==> config.mk <==
export PLATFORM = sky130hd
export DESIGN_NAME = sd_cmd_engine
export DESIGN_NICKNAME = d
export VERILOG_FILES = /design/src/rtl/sd_cmd_engine.sv
export SDC_FILE = /design/constraint.sdc
export NUM_CORES = 1
export LEC_CHECK = 0
export CAP_MARGIN = 20
export CORE_ASPECT_RATIO = 1.2
export CORE_MARGIN = 4
export CORE_UTILIZATION = 55
export CTS_CLUSTER_SIZE = 10
export DETAILED_ROUTE_END_ITERATION = 6
export PLACE_DENSITY = 0.91
export SETUP_SLACK_MARGIN = 0.5
export SYNTH_ARGS = -nofsm -noshare
export SYNTH_HDL_FRONTEND = slang
export SYNTH_SLANG_ARGS = --single-unit
==> constraint.sdc <==
create_clock -name CLK_SD_card -period 2.8 [get_ports CLK_SD_card]
set_clock_uncertainty 0.2 [all_clocks]
set_input_delay 0.42 -clock CLK_SD_card [delete_from_list [all_inputs] [get_ports CLK_SD_card]]
set_output_delay 0.42 -clock CLK_SD_card [all_outputs]
set_load 0.01 [all_outputs]
==> src/rtl/sd_cmd_engine.sv <==
// SD CMD-line engine: serialises 48-bit commands with CRC7 and captures 48-bit or 136-bit responses.
// Optional feature macro CMD_CRC7_CHECK_EN builds receive-side CRC7 checking; without it crc_error is tied to 0.
module sd_cmd_engine #(
    parameter int NCR_MAX = 64,
    parameter int NCC_MIN = 8
) (
    input  logic         CLK_SD_card,
    input  logic         reset,
    input  logic         new_cmd,
    input  logic [5:0]   cmd_index,
    input  logic [31:0]  cmd_arg,
    input  logic [1:0]   resp_type,
    input  logic         cmd_from_sd,
    output logic         cmd_to_sd,
    output logic         cmd_to_sd_oe,
    output logic         cmd_busy,
    output logic         cmd_complete,
    output logic         timeout_error,
    output logic         crc_error,
    output logic         end_bit_error,
    output logic [5:0]   resp_index,
    output logic [127:0] response
);
    localparam int CW = 16;

    typedef enum logic [2:0] {
        IDLE, SEND, TURN, WAIT_START, RECV, CHECK, GAP
    } state_t;

    function automatic logic [6:0] crc7_step(input logic [6:0] crc, input logic din);
        logic fb;
        fb = crc[6] ^ din;
        return {crc[5:0], 1'b0} ^ {3'b000, fb, 2'b00, fb};
    endfunction

    state_t         state_q, state_d;
    logic [46:0]    tx_q, tx_d;
    logic [6:0]     crc_q, crc_d;
    logic [1:0]     rtype_q, rtype_d;
    logic [CW-1:0]  cnt_q, cnt_d;
    logic [127:0]   rx_q, rx_d;
    logic           cmd_to_sd_q, cmd_to_sd_d;
    logic           oe_q, oe_d;
    logic           busy_q, busy_d;
    logic           complete_q, complete_d;
    logic           to_err_q, to_err_d;
    logic           end_err_q, end_err_d;
    logic [5:0]     resp_index_q, resp_index_d;
    logic [127:0]   response_q, response_d;

    // Next-state and datapath for the command/response sequence
    always_comb begin
        state_d      = state_q;
        tx_d         = tx_q;
        crc_d        = crc_q;
        rtype_d      = rtype_q;
        cnt_d        = cnt_q;
        rx_d         = rx_q;
        cmd_to_sd_d  = cmd_to_sd_q;
        oe_d         = oe_q;
        complete_d   = 1'b0;
        to_err_d     = to_err_q;
        end_err_d    = end_err_q;
        resp_index_d = resp_index_q;
        response_d   = response_q;
        case (state_q)
            IDLE: begin
                if (new_cmd) begin
                    // start bit goes out now; tx_q holds the remaining 47 bits with CRC slots zeroed
                    state_d     = SEND;
                    tx_d        = {1'b1, cmd_index, cmd_arg, 7'h00, 1'b1};
                    rtype_d     = resp_type;
                    crc_d       = crc7_step(7'h00, 1'b0);
                    cmd_to_sd_d = 1'b0;
                    oe_d        = 1'b1;
                    cnt_d       = {CW{1'b0}};
                    to_err_d    = 1'b0;
                    end_err_d   = 1'b0;
                end else begin
                    state_d = IDLE;
                end
            end
            SEND: begin
                if (cnt_q == 16'd47) begin
                    oe_d        = 1'b0;
                    cmd_to_sd_d = 1'b1;
                    cnt_d       = {CW{1'b0}};
                    if (rtype_q == 2'b00) begin
                        state_d    = GAP;
                        complete_d = 1'b1;
                    end else begin
                        state_d = TURN;
                    end
                end else begin
                    cnt_d = cnt_q + 16'd1;
                    tx_d  = {tx_q[45:0], 1'b0};
                    // frame bits 40..46 come from the running CRC rather than the shifter
                    if ((cnt_q >= 16'd39) && (cnt_q <= 16'd45)) begin
                        cmd_to_sd_d = crc_q[6];
                        crc_d       = {crc_q[5:0], 1'b0};
                    end else begin
                        cmd_to_sd_d = tx_q[46];
                        crc_d       = crc7_step(crc_q, tx_q[46]);
                    end
                end
            end
            TURN: begin
                if (cnt_q == 16'd1) begin
                    state_d = WAIT_START;
                    cnt_d   = {CW{1'b0}};
                end else begin
                    cnt_d = cnt_q + 16'd1;
                end
            end
            WAIT_START: begin
                if (!cmd_from_sd) begin
                    state_d = RECV;
                    rx_d    = 128'd0;
                    cnt_d   = {CW{1'b0}};
                end else if (cnt_q == CW'(NCR_MAX - 1)) begin
                    state_d    = GAP;
                    to_err_d   = 1'b1;
                    complete_d = 1'b1;
                    cnt_d      = {CW{1'b0}};
                end else begin
                    cnt_d = cnt_q + 16'd1;
                end
            end
            RECV: begin
                rx_d = {rx_q[126:0], cmd_from_sd};
                if (cnt_q == ((rtype_q == 2'b10) ? 16'd134 : 16'd46)) begin
                    state_d = CHECK;
                    cnt_d   = {CW{1'b0}};
                end else begin
                    cnt_d = cnt_q + 16'd1;
                end
            end
            CHECK: begin
                end_err_d = ~rx_q[0];
                if (rtype_q == 2'b10) begin
                    response_d   = rx_q;
                    resp_index_d = 6'd0;
                end else begin
                    response_d   = {96'd0, rx_q[39:8]};
                    resp_index_d = rx_q[45:40];
                end
                state_d    = GAP;
                complete_d = 1'b1;
                cnt_d      = {CW{1'b0}};
            end
            GAP: begin
                if (cnt_q == CW'(NCC_MIN - 1)) begin
                    state_d = IDLE;
                    cnt_d   = {CW{1'b0}};
                end else begin
                    cnt_d = cnt_q + 16'd1;
                end
            end
            default: begin
                state_d = IDLE;
            end
        endcase
        busy_d = (state_d != IDLE);
    end

    // State and output registers
    always_ff @(posedge CLK_SD_card or negedge reset) begin
        if (!reset) begin
            state_q      <= IDLE;
            tx_q         <= 47'd0;
            crc_q        <= 7'd0;
            rtype_q      <= 2'd0;
            cnt_q        <= {CW{1'b0}};
            rx_q         <= 128'd0;
            cmd_to_sd_q  <= 1'b1;
            oe_q         <= 1'b0;
            busy_q       <= 1'b0;
            complete_q   <= 1'b0;
            to_err_q     <= 1'b0;
            end_err_q    <= 1'b0;
            resp_index_q <= 6'd0;
            response_q   <= 128'd0;
        end else begin
            state_q      <= state_d;
            tx_q         <= tx_d;
            crc_q        <= crc_d;
            rtype_q      <= rtype_d;
            cnt_q        <= cnt_d;
            rx_q         <= rx_d;
            cmd_to_sd_q  <= cmd_to_sd_d;
            oe_q         <= oe_d;
            busy_q       <= busy_d;
            complete_q   <= complete_d;
            to_err_q     <= to_err_d;
            end_err_q    <= end_err_d;
            resp_index_q <= resp_index_d;
            response_q   <= response_d;
        end
    end

`ifdef CMD_CRC7_CHECK_EN
    function automatic logic [6:0] crc7_rx(input logic [127:0] frame, input logic is_r2);
        logic [6:0] crc;
        crc = 7'h00;
        for (int i = 127; i >= 8; i--) begin
            if (is_r2 || (i <= 47)) begin
                crc = crc7_step(crc, frame[i]);
            end else begin
                crc = crc;
            end
        end
        return crc;
    endfunction

    logic crc_err_q, crc_err_d;

    // Receive CRC verdict; R3 (type 11) is never checked
    always_comb begin
        crc_err_d = crc_err_q;
        if ((state_q == IDLE) && new_cmd) begin
            crc_err_d = 1'b0;
        end else if ((state_q == CHECK) && ((rtype_q == 2'b01) || (rtype_q == 2'b10))) begin
            crc_err_d = (crc7_rx(rx_q, rtype_q == 2'b10) != rx_q[7:1]);
        end else begin
            crc_err_d = crc_err_q;
        end
    end

    // Sticky CRC error register
    always_ff @(posedge CLK_SD_card or negedge reset) begin
        if (!reset) begin
            crc_err_q <= 1'b0;
        end else begin
            crc_err_q <= crc_err_d;
        end
    end

    assign crc_error = crc_err_q;
`else
    logic unused_rx_crc_s;
    assign unused_rx_crc_s = ^rx_q[7:1];
    assign crc_error       = 1'b0;
`endif

    assign cmd_to_sd     = cmd_to_sd_q;
    assign cmd_to_sd_oe  = oe_q;
    assign cmd_busy      = busy_q;
    assign cmd_complete  = complete_q;
    assign timeout_error = to_err_q;
    assign end_bit_error = end_err_q;
    assign resp_index    = resp_index_q;
    assign response      = response_q;
endmodule
==> impl_metrics.tcl <==
set metrics [dict create \
    status "complete, no violations" \
    slew-limit-headroom_pct 53.0 \
    synth-edff-count 0 \
    dr.pass1.iters 7 \
    grt_pass1_vias 11255 \
    critical_path_buf_inv_count 4 \
    grt_pass1_wl_um 59200 \
    start_util_pct 56.0 \
    timing.final.ws_setup_ps 179 \
    maxCapViolCount 0 \
    min-delay-path-class "input pin to asynchronous set/reset pin" \
    path_clk_slew_ps 60 \
    worst_slew_pin_slew_ps 695 \
    ys_types 57 \
    end_kind "flop" \
    critical_path_class "flop to flop" \
    powerDensity_nw_per_um2 865 \
    crit_fanout 8 \
    critPathSlowestCell "or4_4" \
    port-buffer-count 183 \
    whs_ps 229 \
    finalSetupViolations 0 \
    rrSetupSlack_ps 180 \
    setup_tns_ps 0 \
    fin_crit_sh_pct 93.6 \
    clockBufferDepth 3 \
    ys_ff_latch 343 \
    num_io_pins 185 \
    antenna_found_initial 0 \
    grt-ovfl-total 0 \
    htree_levels 2 \
    period_minus_slack_ps 2620 \
    drc 0 \
    synthToLayoutAreaGrowth_pct 33.4 \
    stdcell_count 1839 \
    synthCells 1304 \
    place_ws_ps 197 \
    dp_hpwl_um 21100 \
    synth.net_count 1352 \
    die_y_um 182 \
    nNetsFinal 1554 \
    p_total_mw 16.0 \
    hold_viol 0 \
    via_per_inst 6.28 \
    postPlaceCellArea_um2 16200 \
    gp_congestion 0.888 \
    synth_area_um2 13900 \
    path_delay_family "simple AND/OR/NAND/NOR gates" \
    yosysSeqAreaShare_pct 61.9 \
    crit_required_ps 2990 \
    maxSlewViolCount 0 \
    die_w_um 153 \
    cpPeakStageDelay_ps 600 \
    start_kind "flop" \
    worst_ep_arrival_time_ps 2810 \
    grt_max_degree 130 \
    ys_async_sr_fraction_pct 100 \
    diodes 0 \
    p_leak_nw 8.12 \
    max_freq_mhz 382 \
    dieArea_um2 27800 \
    avgSynthCellArea_um2 10.6 \
    grt_usage_pct 25.8 \
    cts_sinks 343 \
    crit_path_cell_trace "or4_4, nor4_4, buf_4, buf_8, buf_6, clkbuf_16, nor2_4, a22oi_1, nand2_1" \
    multi_input_area_um2 5550 \
    grt_setup_unrepaired "yes" \
    cts_tree "done" \
    row_count 63 \
    drt_wl_total_um 40700 \
    vias 11552 \
    clockRootBuffer "clkbuf_16" \
    design_area_um2 18500 \
    core_um2 24800 \
    vdd_ir_drop_max_mv 0.719 \
    cts_buffers 40 \
    fillers 1489 \
    drive_gt1_share_pct 17.1 \
    dp_cells 1740 \
    drt_iter0_markers 1217 \
    antenna_left 0 \
    synth_warnings 0 \
    wl_per_cell_um 22.2 \
    final_core_util_pct 74.7 \
    ff_latch_area_um2 8590 \
    synth_ff_type "dfrtp_1" \
    clk_latency_ps 520 \
]
logic make-up (layout without fill, tap and decap cells):
kind of cell | Yosys count | count (layout) | share of synthesized area, %
adder cells (fa/ha/maj) | 4 | 4 | 0.361
flip-flops | 343 | 343 | 61.9
AO/OA/AOI/OAI | 367 | 367 | 18.2
other | 1 | 1 | 0.0270
multiplexers | 40 | 40 | 2.89
AND/OR/NAND/NOR | 432 | 439 | 13.3
XOR/XNOR | 3 | 3 | 0.190
buffers and inverters | 114 | 317 | 3.19
power breakdown:
part	internal [mW]	switching, mW	total, mW
registers	5.45	0.573	6.03
logic	2.12	3.27	5.40
clock network	2.66	1.90	4.56
total	10.2	5.75	16.0
path summary, 6_finish.rpt:
check                              from           end  depth (start not counted)
setup / recovery              cnt_q[13]      tx_q[15]                          9
hold / removal                    reset      rx_q[76]                          2
setup reg to reg              cnt_q[13]      tx_q[15]                          9
hold reg to reg            response[27]  response[27]                          2
max in group asynchronous         reset  response[90]                          4
min in group CLK_SD_card   response[27]  response[27]                          2
cell usage after synthesis, types with 7 or more instances:
cell type / n / share of area, %
nand2_1: 361 / 9.8
dfrtp_1: 342 / 62
o21ai_0: 160 / 5.8
a22o_1: 128 / 8.1
clkbuf_1: 87 / 2.4
mux2i_1: 40 / 2.9
a22oi_1: 32 / 1.7
inv_1: 10 / 0.27
nand3_1: 10 / 0.36
nor2_1: 10 / 0.27
buf_1: 9 / 0.24
nand4_1: 8 / 0.36
o22ai_1: 7 / 0.32
state kept, by name, summed over array words and instances (netlist names), 2 cells and up:
name,cells
response,128
rx_q,128
tx_q,47
cnt_q,16
crc_q,7
resp_index,6
state_q,3
rtype_q,2
timing repair:
action | in CTS | in global routing
endpoints found under the hold margin | 48 | 0
setup buffers | 23 | 10
cloned | 8 | 7
resized for setup | 35 | 152
endpoints found under the setup margin | 73 | 196
pin swaps | 9 | 62
hold buffers | 1 | 0
cell usage in the layout (no fill, tap or decap), types with 12 or more instances in the layout:
master / n
nand2_2: 33
clkdlybuf4s50_1: 182
o21ai_0: 141
a22o_1: 128
mux2i_1: 40
a22oi_1: 12
o21ai_2: 13
nand2_4: 26
buf_12: 16
nand2_1: 301
dfrtp_1: 336
a22oi_2: 20
buf_4: 39
clkbuf_16: 44
cell type report:
class	instances	area share [%]
clock buffers	47	5.79
multi-input cells	854	30.0
flip-flops and latches	343	46.5
inverters	10	0.203
well taps	325	2.20
repair buffers	257	15.2
clock inverters	3	0.142
per-layer routing:
| layer | share of wire (%) | up-vias | global-route usage, % |
|---|---|---|---|
| li1 | - | 4973 | - |
| met1 | 36 | 5692 | 32.3 |
| met2 | 51 | 708 | 44.5 |
| met3 | 7.7 | 179 | 5.32 |
| met4 | 5.3 | 0 | 9.98 |
| met5 | 0 | - | 0 |
Note: power is estimated with default switching activity, not from simulation.
